==> config.mk <==
export PLATFORM = sky130hd
export DESIGN_NAME = fft_reorder
export DESIGN_NICKNAME = d
export VERILOG_FILES = /design/src/rtl/fft_reorder_pkg.sv /design/src/rtl/fft_reorder_ram.sv /design/src/rtl/fft_reorder.sv
export SDC_FILE = /design/constraint.sdc
export NUM_CORES = 1
export LEC_CHECK = 0
export CORE_MARGIN = 4
export CORE_UTILIZATION = 52
export DETAILED_ROUTE_END_ITERATION = 10
export HOLD_SLACK_MARGIN = 0.12
export PLACE_DENSITY = 0.76
export SLEW_MARGIN = 20
export SYNTH_ARGS = -nofsm -noshare
export SYNTH_HDL_FRONTEND = slang
export SYNTH_SLANG_ARGS = --single-unit
==> constraint.sdc <==
create_clock -name clk -period 3.1 [get_ports clk]
set_clock_uncertainty 0.2 [all_clocks]
set_input_delay 0.775 -clock clk [delete_from_list [all_inputs] [get_ports clk]]
set_output_delay 0.775 -clock clk [all_outputs]
set_load 0.05 [all_outputs]
==> src/rtl/fft_reorder_pkg.sv <==
// Shared definitions for the FFT stage chain.
// - Default widths for the sample format and the frame counter.
// - Field offsets used to pack and unpack complex {im, re} samples.
// - bitrev(): reverses the low w bits of a counter value.
package fft_reorder_pkg;

   localparam int DEF_DBW = 4;               // bits per real/imag component
   localparam int DEF_CBW = 3;               // frame counter width
   localparam int CBW_MAX = 16;              // widest counter bitrev() supports
   localparam int N       = 1 << DEF_CBW;    // default frame length

   // Samples are packed {im, re}, each field dbw bits wide.
   localparam int RE_LSB = 0;

   function automatic int im_lsb(input int dbw);
      return dbw;
   endfunction

   // Reverse the full CBW_MAX-bit word, then shift right so that only the
   // reversed low w bits remain. Constant indices keep this cheap for any w.
   function automatic logic [CBW_MAX-1:0] bitrev(input logic [CBW_MAX-1:0] v,
                                                 input int w);
      logic [CBW_MAX-1:0] r;
      for (int i = 0; i < CBW_MAX; i++) r[i] = v[CBW_MAX-1-i];
      return r >> (CBW_MAX - w);
   endfunction

endpackage

==> src/rtl/fft_reorder_ram.sv <==
// Simple dual-port RAM for the reorder ping-pong buffer.
// Ports:
//   clk    - clock
//   rst    - synchronous active-high reset; clears the read register only
//   we     - write enable
//   waddr  - write address ({bank, word})
//   wdata  - write data
//   raddr  - read address ({bank, word})
//   rdata  - registered read data (one clock after raddr)
// The memory array is never reset, which keeps it inferable as block or
// distributed RAM.
module fft_reorder_ram
   import fft_reorder_pkg::*;
#(
   parameter int AW = 4,
   parameter int DW = 8
) (
   input  logic          clk,
   input  logic          rst,
   input  logic          we,
   input  logic [AW-1:0] waddr,
   input  logic [DW-1:0] wdata,
   input  logic [AW-1:0] raddr,
   output logic [DW-1:0] rdata
);

   logic [DW-1:0] mem [0:(1<<AW)-1];

   always_ff @(posedge clk) begin
      if (we) mem[waddr] <= wdata;
   end

   always_ff @(posedge clk) begin
      if (rst) rdata <= '0;
      else     rdata <= mem[raddr];
   end

endmodule

==> src/rtl/fft_reorder.sv <==
// FFT output reorder buffer.
// Each incoming sample is written into one bank of a ping-pong RAM.
// With BITREV=1 it is written at the bit-reversed counter address.
// The other bank is read in natural order, so bins leave as 0..N-1.
// Latency is one frame plus one clock.
// Ports:
//   clk        - clock
//   rst        - synchronous active-high reset
//   cnt        - shared frame counter, +1 per clock, wraps N-1 -> 0
//   din        - complex input sample {im, re}
//   dout       - complex output sample {im, re}, natural bin order
//   dout_valid - dout belongs to a complete frame written while synced
//   dout_first - dout is bin 0 (qualified by dout_valid)
module fft_reorder
   import fft_reorder_pkg::*;
#(
   parameter int DBW    = DEF_DBW,
   parameter int CBW    = DEF_CBW,
   parameter int BITREV = 1
) (
   input  logic             clk,
   input  logic             rst,
   input  logic [CBW-1:0]   cnt,
   input  logic [2*DBW-1:0] din,
   output logic [2*DBW-1:0] dout,
   output logic             dout_valid,
   output logic             dout_first
);

   logic           wbank;    // bank being written; reads use ~wbank
   logic           synced;   // a cnt==0 has been seen since reset
   logic           full;     // read bank holds a frame written fully while synced
   logic           last;
   logic           first_cnt;
   logic [CBW-1:0] waddr;

   assign last      = (cnt == {CBW{1'b1}});
   assign first_cnt = (cnt == '0);

   if (BITREV != 0) begin : g_rev
      assign waddr = CBW'(bitrev(CBW_MAX'(cnt), CBW));
   end else begin : g_plain
      assign waddr = cnt;
   end

   // synced is set at the edge that closes the cnt==0 cycle. So when cnt
   // reaches N-1, synced=1 means this bank's frame started at cnt==0 after
   // reset and every word in it was written with reset low.
   always_ff @(posedge clk) begin
      if (rst) begin
         wbank      <= 1'b0;
         synced     <= 1'b0;
         full       <= 1'b0;
         dout_valid <= 1'b0;
         dout_first <= 1'b0;
      end else begin
         if (first_cnt) synced <= 1'b1;
         if (last) begin
            wbank <= ~wbank;
            full  <= synced;
         end
         // The RAM read register adds one clock, so the flags are
         // registered once to stay aligned with dout.
         dout_valid <= full & synced;
         dout_first <= full & synced & first_cnt;
      end
   end

   fft_reorder_ram #(
      .AW (CBW + 1),
      .DW (2 * DBW)
   ) u_ram (
      .clk   (clk),
      .rst   (rst),
      .we    (~rst),
      .waddr ({wbank, waddr}),
      .wdata (din),
      .raddr ({~wbank, cnt}),
      .rdata (dout)
   );

endmodule

==> impl_metrics.yaml, run 1 <==
status:
  status: "completed"
power_and_ir_drop:
  p_leak_uw: 0.00211
  power.density_nw_per_um2: 679
  ir_drop_uv: 682
hold_path:
  hold_class: "reg -> reg"
  hold_depth: 2
  min_from: "synced"
grt:
  grt.total_usage_pct: 19.4
  met2_usage_pct: 30.0
  grt_max_degree: 38
  grt_use_met3_pct: 6.99
  grt.busiest_layer: "met2"
  grt_antenna_before_repair: 0
  grt_pass1_wl_microns: 15900
  use_met1_pct: 26.2
  grt_overflow: 0
  grt_pass1_vias: 2654
sta:
  clock.fmax_mhz: 372
  finalHoldViolations: 0
  finalSetupTns_ns: 0
  setup_viol: 0
  tightestPinTransition_ns: 0.827
  maxSlewHeadroom_pct: 44.8
  slew_viol_final: 0
  period_needed_ns: 2.69
  rsz0062_at_grt: "no"
  period_share_pct: 86.8
critical_path:
  max_stage_delay_ns: 0.82
  cp_top_family: "buffers and inverters"
  path_max_fanout: 1
  cp.arrival_ns: 1.71
  r2r-start: "wbank"
  required_ns: 2.12
  end_kind: "output pin"
  reg2regPathDepth: 3
  critPathLaunch: "u_ram.rdata[4]"
  cp_num_buf_inv: 1
  crit_slowest_cell: "clkdlybuf4s50_1"
  crit_path_cell_trace: "clkdlybuf4s50_1"
  crit_type: "reg -> out"
  crit_cells: 1
  critPathLaunchType: "flip-flop"
logic_synthesis:
  synth_top_cell_area_share_pct: 71.4
  ys_ff_latch: 141
  synth-seq-area-share_pct: 76.2
  synthArstFlopShare_pct: 0
  syn_inst: 264
  synth_cell_types: 26
  avgSynthCellArea_sq_um: 20.4
  synth_area_leader_cell: "edfxtp_1"
  synth_edf_count: 128
  synth.cell_area_sq_um: 5390
  syn-num-nets: 277
  ys_top_cells_by_area: "edfxtp_1 (71%), mux4_2 (9.6%), dfxtp_1 (4.8%), mux2_2 (3.3%), mux2i_1 (1.7%)"
  synth-main-ff-cell: "edfxtp_1"
  yosysWarnings: 0
clock_tree:
  postCtsSetupBuffers: 0
  cts_root_buf: "clkbuf_8"
  cts_num_sinks: 141
  hold_buffers: 0
  path_clk_slew_ns: 0.06
  ctsResizeCount: 0
  clockBufferDepth: 2
  cts_htree_levels: 4
  insertion_delay_ns: 0.51
  cts_buffers: 17
  cts_tree: "yes"
place:
  gp_congestion: 0.803
  dp_hpwl_microns: 6580
  io_buffers: 22
layout:
  areaGrowthSynthToFinish_pct: 18.8
  final_common_cell: "edfxtp_1"
  layout_common_cells: "edfxtp_1 (128), mux4_2 (23), clkdlybuf4s50_1 (21)"
  n_fill_cell: 680
  multiInputGateArea_sq_um: 1130
  drive_gt1_share_pct: 29.3
  utilization_pct: 64.6
  seq_area_sq_um: 4100
  final_nets: 324
  num_antenna_cells: 0
detailed_routing:
  num_vias: 2624
  antenna_left: 0
  wl_microns: 10600
  drtIter0Drc: 224
  drcViolationCount: 0
  first_pass_iters: 4
  wire_per_inst_microns: 23.1
  viasPerCell: 5.74
die:
  io_pins: 23
  initial_core_util_pct: 54.4
  die_h_microns: 110
  coreArea_sq_um: 9910
  num_rows: 36
  fp.dieW_microns: 110
  die_area_sq_um: 12100
run:
  cap_violations: 0
[state kept, by name, summed over array words and instances, names as in the netlist]
name and flops:
u_ram.rdata 8, full 1, dout_valid 1, u_ram.mem 128, synced 1, dout_first 1
wbank 1
[Yosys cell counts, types with 2 or more instances]
cell type and count:
nor3_1 8, dfxtp_1 13, buf_4 5, nand2b_1 2
mux2i_1 9, mux2_2 16, edfxtp_1 128, buf_6 6
nor2_1 20, mux4_2 23, nand2_1 3, buf_2 3
o22ai_1 8, o32ai_1 8
[area by class of cell]
type | instances | share of cell area, %
Timing Repair Buffer | 44 | 6.33
Sequential cell | 141 | 64.1
Multi-Input combinational cell | 106 | 17.7
Clock inverter | 13 | 2.58
Tap cell | 133 | 2.60
Clock buffer | 19 | 6.59
Inverter | 1 | 0.0586
[through the flow]
step / total power (uW) / hold slack [ns] / setup slack, ns / instances / instance area (sq um)
2_1_floorplan: 2310 / 0.238 / 0.485 / 264 / 5390
5_1_grt: 4490 / 0.306 / 0.354 / 457 / 6400
3_5_place_dp: 2410 / 0.260 / 0.233 / 425 / 5810
3_3_place_gp: 2410 / 0.249 / 0.228 / 425 / 5810
4_1_cts: 4380 / 0.269 / 0.398 / 457 / 6400
6_report: 4340 / 0.270 / 0.410 / 457 / 6400
[final timing paths]
check / end / slack, ns
setup / recovery: dout[4] / 0.41
hold / removal: synced / 0.27
setup reg to reg: u_ram.mem[14][6] / 1.30
hold reg to reg: synced / 0.27
[per-layer routing]
| metal | up-vias | part of all wire [%] |
|---|---|---|
| li1 | 1170 | - |
| met1 | 1353 | 40 |
| met2 | 93 | 51 |
| met3 | 8 | 8.1 |
| met4 | 0 | 1.1 |
| met5 | - | 0 |
[cells by family (layout without fill, tap and decap cells)]
kind of cell,after synthesis,in the layout,share of synthesized area [%]
xor+xnor,1,1,0.163
flops,141,141,76.2
mux,49,49,15.1
buf+inv,17,77,2.74
simple gates,39,39,3.46
compound gates,17,17,2.32
[report_power, final]
group	internal, uW	switching (uW)	total (uW)	leakage (uW)
Clock	1230	743	1970	0.000275
Combinational	101	153	254	0.000570
Sequential	2110	13.0	2120	0.00126
Total	3440	908	4340	0.00211
Note: power is estimated with default switching activity, not from simulation.
==> run 2: changes to the inputs <==
--- a/config.mk
+++ b/config.mk
@@ -7,6 +7,7 @@
 export LEC_CHECK = 0
 export CORE_MARGIN = 4
 export CORE_UTILIZATION = 52
+export CTS_CLUSTER_SIZE = 16
 export DETAILED_ROUTE_END_ITERATION = 10
 export HOLD_SLACK_MARGIN = 0.12
 export PLACE_DENSITY = 0.76
==> results of run 2 <==
No change in the layout: final DEF, timing and power equal those of run 1.
